### config.mk
export PLATFORM = sky130hd
export DESIGN_NAME = wire_pair_monitor
export DESIGN_NICKNAME = d
export VERILOG_FILES = /design/src/rtl/wire_pair_monitor.sv
export SDC_FILE = /design/constraint.sdc
export NUM_CORES = 1
export LEC_CHECK = 0
export ABC_AREA = 0
export CELL_PAD_IN_SITES_DETAIL_PLACEMENT = 0
export CELL_PAD_IN_SITES_GLOBAL_PLACEMENT = 1
export CORE_ASPECT_RATIO = 1.4
export CORE_MARGIN = 2
export CORE_UTILIZATION = 40
export CTS_CLUSTER_DIAMETER = 30
export DETAILED_ROUTE_END_ITERATION = 6
export PLACE_DENSITY = 0.85
export SLEW_MARGIN = 20
export SYNTH_ARGS = -nofsm -noshare
export SYNTH_HDL_FRONTEND = slang
export SYNTH_SLANG_ARGS = --single-unit
### constraint.sdc
create_clock -name clk -period 2.6 [get_ports clk]
set_clock_uncertainty 0.2 [all_clocks]
set_input_delay 0.65 -clock clk [delete_from_list [all_inputs] [get_ports clk]]
set_output_delay 0.65 -clock clk [all_outputs]
set_load 0.05 [all_outputs]
### src/rtl/wire_pair_monitor.sv
// wire_pair_monitor: counts synced rising edges on two wire-test lines and flags cycles where they disagree.
// Optional WIRE_MON_TIMEOUT_EN ends a run after 2^CNT_W-1 RUN cycles without a b edge.
module wire_pair_monitor #(
    parameter int CNT_W       = 8,
    parameter int SYNC_STAGES = 2
) (
    input  logic             clk,
    input  logic             rst_n,
    input  logic             start,
    input  logic             b_in,
    input  logic             c_in,
    input  logic [CNT_W-1:0] target_edges,
    output logic             busy,
    output logic             done,
    output logic             mismatch,
    output logic [CNT_W-1:0] b_edges,
    output logic [CNT_W-1:0] c_edges,
    output logic [CNT_W-1:0] err_count,
    output logic             timeout
);
    typedef enum logic [1:0] {IDLE, RUN, DONE} state_t;
    localparam logic [CNT_W-1:0] MAX = '1;
    localparam logic [CNT_W-1:0] ONE = 1;
    state_t                 state_q, state_d;
    logic [SYNC_STAGES-1:0] b_sync_q, b_sync_d, c_sync_q, c_sync_d;
    logic                   b_prev_q, b_prev_d, c_prev_q, c_prev_d;
    logic                   b_s, c_s, b_rise, c_rise;
    logic [CNT_W-1:0]       target_q, target_d, b_edges_q, b_edges_d;
    logic [CNT_W-1:0]       c_edges_q, c_edges_d, err_q, err_d;
    logic                   mismatch_q, mismatch_d, busy_q, busy_d, done_q, done_d;
`ifdef WIRE_MON_TIMEOUT_EN
    logic [CNT_W-1:0]       idle_q, idle_d;
    logic                   timeout_q, timeout_d;
`endif

    assign b_s    = b_sync_q[SYNC_STAGES-1];
    assign c_s    = c_sync_q[SYNC_STAGES-1];
    assign b_rise = b_s & ~b_prev_q;
    assign c_rise = c_s & ~c_prev_q;

    always_comb begin
        state_d    = state_q;
        target_d   = target_q;
        b_edges_d  = b_edges_q;
        c_edges_d  = c_edges_q;
        err_d      = err_q;
        mismatch_d = mismatch_q;
        b_sync_d   = {b_sync_q[SYNC_STAGES-2:0], b_in};
        c_sync_d   = {c_sync_q[SYNC_STAGES-2:0], c_in};
        // prev tracks synced value every cycle, so arming never sees a stale edge
        b_prev_d   = b_s;
        c_prev_d   = c_s;
`ifdef WIRE_MON_TIMEOUT_EN
        idle_d     = idle_q;
        timeout_d  = timeout_q;
`endif
        case (state_q)
            IDLE: if (start) begin
                state_d    = RUN;
                target_d   = target_edges;
                b_edges_d  = '0;
                c_edges_d  = '0;
                err_d      = '0;
                mismatch_d = 1'b0;
`ifdef WIRE_MON_TIMEOUT_EN
                idle_d     = '0;
                timeout_d  = 1'b0;
`endif
            end
            RUN: begin
                b_edges_d  = (b_rise && b_edges_q != MAX) ? b_edges_q + ONE : b_edges_q;
                c_edges_d  = (c_rise && c_edges_q != MAX) ? c_edges_q + ONE : c_edges_q;
                err_d      = (b_s != c_s && err_q != MAX) ? err_q + ONE : err_q;
                mismatch_d = mismatch_q | (b_s != c_s);
                state_d    = (target_q == '0 || b_edges_d == target_q) ? DONE : RUN;
`ifdef WIRE_MON_TIMEOUT_EN
                idle_d     = b_rise ? '0 : (idle_q == MAX ? idle_q : idle_q + ONE);
                if (idle_d == MAX) begin
                    timeout_d = 1'b1;
                    state_d   = DONE;
                end
`endif
            end
            default: state_d = IDLE;
        endcase
        busy_d = state_d == RUN;
        done_d = state_d == DONE;
    end

    always_ff @(posedge clk or negedge rst_n) begin
        if (!rst_n) begin
            state_q    <= IDLE;
            target_q   <= '0;
            b_edges_q  <= '0;
            c_edges_q  <= '0;
            err_q      <= '0;
            mismatch_q <= 1'b0;
            b_sync_q   <= '0;
            c_sync_q   <= '0;
            b_prev_q   <= 1'b0;
            c_prev_q   <= 1'b0;
            busy_q     <= 1'b0;
            done_q     <= 1'b0;
`ifdef WIRE_MON_TIMEOUT_EN
            idle_q     <= '0;
            timeout_q  <= 1'b0;
`endif
        end else begin
            state_q    <= state_d;
            target_q   <= target_d;
            b_edges_q  <= b_edges_d;
            c_edges_q  <= c_edges_d;
            err_q      <= err_d;
            mismatch_q <= mismatch_d;
            b_sync_q   <= b_sync_d;
            c_sync_q   <= c_sync_d;
            b_prev_q   <= b_prev_d;
            c_prev_q   <= c_prev_d;
            busy_q     <= busy_d;
            done_q     <= done_d;
`ifdef WIRE_MON_TIMEOUT_EN
            idle_q     <= idle_d;
            timeout_q  <= timeout_d;
`endif
        end
    end

    assign busy      = busy_q;
    assign done      = done_q;
    assign mismatch  = mismatch_q;
    assign b_edges   = b_edges_q;
    assign c_edges   = c_edges_q;
    assign err_count = err_q;
`ifdef WIRE_MON_TIMEOUT_EN
    assign timeout   = timeout_q;
`else
    assign timeout   = 1'b0;
`endif
endmodule
# Word-level counts from Yosys, hierarchy flattened
# Cells that the tools add are included.
# op_classes
n_addsub	3
eq_ne	11
muxes	12
n_bitwise	5
reduce_logical	11
# ops
op	n
8-bit case mux with 2 select lines	3
8-bit 2-to-1 mux	4
8-bit by 1-bit adder with 8-bit output (second input constant)	3
8-bit inequality test (second input constant)	3
8-bit equality test	1
8-bit logical NOT	1
2-bit inequality test (second input constant)	3
3-bit AND reduction	2
2-bit by 1-bit equality test with 1-bit output (second input constant)	2
2-bit 2-to-1 mux	2
2-bit case mux with 2 select lines	1
2-bit AND reduction	2
1-bit logical AND	3
1-bit bitwise AND	2
2-bit equality test (second input constant)	1
2-bit logical NOT	1
1-bit inverter	2
1-bit case mux with 2 select lines	1
2-bit nonzero test	1
1-bit logical OR	1
1-bit 2-to-1 mux	1
1-bit inequality test	1
1-bit OR	1
# totals
regBits	43
input_bits	13
output_inout_bits	28
wordCells	54

# Logic depth before layout (Yosys ltp)
# depth
word_depth	9
ltp_mapped	7
depth_no_buf	7

# Worst setup path before layout
# OpenSTA, ideal clock, no wires.
# synth_timing
path_type	reg-to-reg
from	register b_edges_q[0] (netlist: b_edges[0])
to	register busy_q (netlist: busy)
setup_time_ps	139
t_arrival_ps	2200
required_ps	2261
setup_slack_ps	61
path_stages_with_launch	8
n_path_buf	0
synth_period_minus_slack_ps	2539
cell_sequence	dfrtp_1 > ha_1 > nand3_1 > or2_4 > a21oi_4 > o221ai_2 > o41ai_2 > a21oi_1
# synth_between
elab_chain_len	8
elab_cells_between_ends	9
cone_classes	1 x add/sub; 3 x eq/ne; 3 x mux; 2 x reduce/logical
# synth_rtl
item	line_no	text
start, declared	28	logic [CNT_W-1:0] target_q, target_d, b_edges_q, b_edges_d;
start signal, assigned	111	b_edges_q <= b_edges_d;
branches (longest 2 deep; another with 8-bit by 1-bit adder with 8-bit output)	n/a	
8-bit 2-to-1 mux (*)	71	b_edges_d = (b_rise && b_edges_q != MAX) ? b_edges_q + ONE : b_edges_q;
8-bit equality test (*)	75	state_d = (target_q == '0 || b_edges_d == target_q) ? DONE : RUN;
1-bit logical OR (*)	75	
2-bit 2-to-1 mux (*)	75	
2-bit case mux with 2 select lines (*)	57	case (state_q)
2-bit by 1-bit equality test with 1-bit output (*)	86	busy_d = state_d == RUN;
named net busy_d	30	logic mismatch_q, mismatch_d, busy_q, busy_d, done_q, done_d;
end signal, assigned	119	busy_q <= busy_d;
end, declared	30	
# Mark *: on every way through the listed nets, which the timed path passes.
# A chain may end at the register's enable or synchronous reset.

# Worst setup path after layout
# layout_timing
from	register b_edges_q[4] (netlist: b_edges[4])
to	output port b_edges[4]
# layout_rtl
item	line_no	text
end, declared	16	output logic [CNT_W-1:0] b_edges,
# No word-level cell between the ends.

==> run_results.csv <==
group,metric,value,unit
logic_synthesis,synth_xor_area_frac,0.0739,
routing,drt_wl_total,5090,µm
logic_synthesis,synth-warning-count,0,
routing,via_per_inst,5.44,
routing,num_vias,1818,
grt,grt_pass1_wl,8360,µm
logic_synthesis,synth-simple-area-share,0.193,
clock_tree,cts_tree,"done",
floorplan,die-area,0.00625,mm²
worst_setup_path,critPathMaxStageDelay,870,ps
worst_setup_path,cpMaxStageDelayCell,"clkdlybuf4s50_1",
floorplan,fp.dieH,92.8,µm
worst_setup_path,endpoint,"b_edges[4]",
logic_synthesis,ys_ff_latch,43,
floorplan,std_cell_rows,32,
grt,grt_pass1_vias,1786,
worst_setup_path,worst_setup_path_end_kind,"output pin",
timing,tns,0,ps
worst_setup_path,timing.rr.end,"done",
worst_setup_path,crit_start,"b_edges[4]",
timing,finalCriticalPeriod,2530,ps
logic_synthesis,synth_nets,239,
grt,overflow,0,
routing,antenna_left,0,
grt,gr-usage-all-layers,0.178,
worst_setup_path,critPathKind,"flop to output pin",
timing,finalSetupViolCount,0,
logic_synthesis,synth_cell_types,49,
logic_synthesis,synth_top_family_by_area,"simple AND/OR/NAND/NOR gates",
logic_synthesis,synthArstFlopShare,1.00,
timing,hold_viol_final,0,
worst_setup_path,path_buf_inv,1,
logic_synthesis,synthAdderAreaFrac,0.0167,
logic_synthesis,yosysSeqAreaShare,0.478,
finish,antenna_cells,0,
placed_design,io_buffers,39,
clock_tree,cts_setup_buffers,0,
worst_setup_path,cp_cell_sequence,"clkdlybuf4s50_1",
timing,holdWs,104,ps
clock_tree,clock_sinks,43,
logic_synthesis,synth_edf_count,0,
timing,rsz0062_at_grt,"false",
logic_synthesis,syn_area,0.00225,mm²
power,power_leakage,0.00120,µW
clock_tree,clock_path_buffers,2,
finish,fill_cells,524,
worst_setup_path,crit_required,1750,ps
logic_synthesis,avgSynthCellArea,10.1,µm²
placed_design,place_congestion,0.955,
worst_setup_path,crit_arrival,1680,ps
timing,fmax,0.395,GHz
timing,worst_pin_slew,759,ps
logic_synthesis,synth_compound_area_frac,0.167,
clock_tree,cts-buffers-inserted,5,
placed_design,dpl.hpwl,3750,µm
power,peakVddDrop,687,µV
worst_setup_path,r2r_setup_slack,200,ps
worst_setup_path,cp_max_fo,7,
worst_setup_path,critPathTopFamily,"buffers and inverters",
floorplan,start_util,0.411,
logic_synthesis,synth_cells,223,
power,power,3080,µW
grt,antenna_found_initial,0,
routing,dr.first_iter.drc_count,164,
status,status,"finished, final reports clean",
worst_setup_path,startpoint_type,"flop",
worst_setup_path,reg2reg_from,"b_edges[1]",
clock_tree,root_buffer,"clkbuf_8",
timing,fin_crit_sh,0.975,
logic_synthesis,muxShareOfSynthArea,0.0444,
finish,area_growth,25.7,%
finish,drive_gt1_frac,0.135,
run,drv_cap,0,
clock_tree,path_clk_slew,80,ps
routing,dr.pass1.iters,4,
power,power_density,1090,mW/mm²
worst_setup_path,worst-path-stages,1,
timing,relSlewSlack,0.493,
floorplan,num_io_pins,41,
hold_path,hold_path.class,"input port to async pin",
floorplan,die_w,67.4,µm
logic_synthesis,yosys_most_used_dff,"dfrtp_1",
clock_tree,h-tree-depth,2,
finish,nets,281,
routing,wl_per_cell,15.2,µm
worst_setup_path,rr_worst_depth,7,
grt,grt_start_max_net_pins,26,
timing,drv_slew,0,
floorplan,core_area,0.00549,mm²
clock_tree,clk_latency,290,ps
routing,drc,0,
## cells by family (layout without fill, tap and decap cells)
kind of cell / Yosys count / count (layout)
buf+inv: 13 / 56
fa+ha+maj: 3 / 3
compound gates: 50 / 50
simple gates: 85 / 85
other cells: 1 / 1
xor+xnor: 19 / 19
mux: 9 / 9
flops: 43 / 43
## placed cells by master, fill, tap and decap left out, types with 4 or more instances in the layout
cell type         n
xor2_1            9
nand3_1           5
clkbuf_8          5
xnor2_1          10
dfrtp_1          43
nand2_1          19
clkdlybuf4s50_1  37
buf_4             6
a21oi_1          12
a21o_1            4
mux2_2            8
nand4_1           4
o21ai_0          10
and3_1            6
nor2_1           27
## metal layers
metal / GRT usage / part of all wire / up-vias
met2: 0.305 / 0.53 / 55
met3: 0.0377 / 0.049 / 6
met1: 0.216 / 0.41 / 888
li1: - / - / 869
met4: 0.0629 / 0.010 / 0
met5: 0 / 0 / -
## flip-flops by register name, summed over array words and instances (netlist names), 2 cells and up
| name | flops |
|---|---|
| c_sync_q | 2 |
| c_edges | 8 |
| state_q | 2 |
| b_edges | 8 |
| b_sync_q | 2 |
| err_count | 8 |
| target_q | 8 |
## stage by stage
stage | cell area (µm²) | worst slack [ps] | cells | utilization
floorplan | 2250 | 61.2 | 223 | -
global placement | 2730 | 166 | 326 | 0.498
detailed placement | 2730 | 117 | 326 | 0.498
CTS | 2820 | 53.5 | 334 | 0.513
global route | 2830 | 9.17 | 334 | 0.516
finish | 2830 | 65.3 | 334 | 0.516
## power breakdown
group / switching, µW / total (µW) / internal, µW
Clock: 220 / 403 / 184
Sequential: 247 / 1120 / 869
Combinational: 953 / 1570 / 613
Total: 1420 / 3080 / 1670
## cell type report
cell class                 instances  area (µm²)  share of cell area
clock buffer                       5        68.8              0.0243
multi-input combinational        167        1130               0.401
inverter                           3        11.3             0.00398
tap                               68        85.1              0.0301
timing repair buffer              45         440               0.156
clock inverter                     3        15.0             0.00531
sequential                        43        1080               0.380
## worst min path at each step
stage / slack [ps] / startpoint / endpoint
CTS: 110 / rst_n / err_count[0]
global route: 110 / rst_n / err_count[0]
floorplan: 130 / b_sync_q[0] / b_sync_q[1]
finish: 100 / rst_n / err_count[0]
detailed placement: 140 / b_sync_q[0] / b_sync_q[1]
global placement: 130 / c_sync_q[0] / c_sync_q[1]
## repair_timing
item / 4_1_cts / 5_1_grt
gates resized for setup: 0 / 3
hold buffers: 0 / 0
setup endpoints to repair: 0 / 4
## synthesized netlist by cell type (3+ instances only)
cell type / n / area (µm²)
dfrtp_1: 43 / 1080
nor2_1: 27 / 101
nand2_1: 19 / 71.3
a21oi_1: 12 / 60.1
o21ai_0: 11 / 55.1
xnor2_1: 10 / 87.6
xor2_1: 9 / 78.8
mux2_2: 8 / 90.1
and3_1: 6 / 37.5
nand3_1: 5 / 25.0
a21o_1: 4 / 30.0
buf_2: 4 / 20.0
clkbuf_1: 4 / 15.0
nand4_1: 4 / 25.0
a31oi_1: 3 / 18.8
and2_1: 3 / 18.8
ha_1: 3 / 37.5
inv_1: 3 / 11.3
nand2b_1: 3 / 18.8
nor2b_1: 3 / 18.8
nor3_1: 3 / 15.0
o211ai_1: 3 / 22.5
Power figures use the tool's default switching activity.
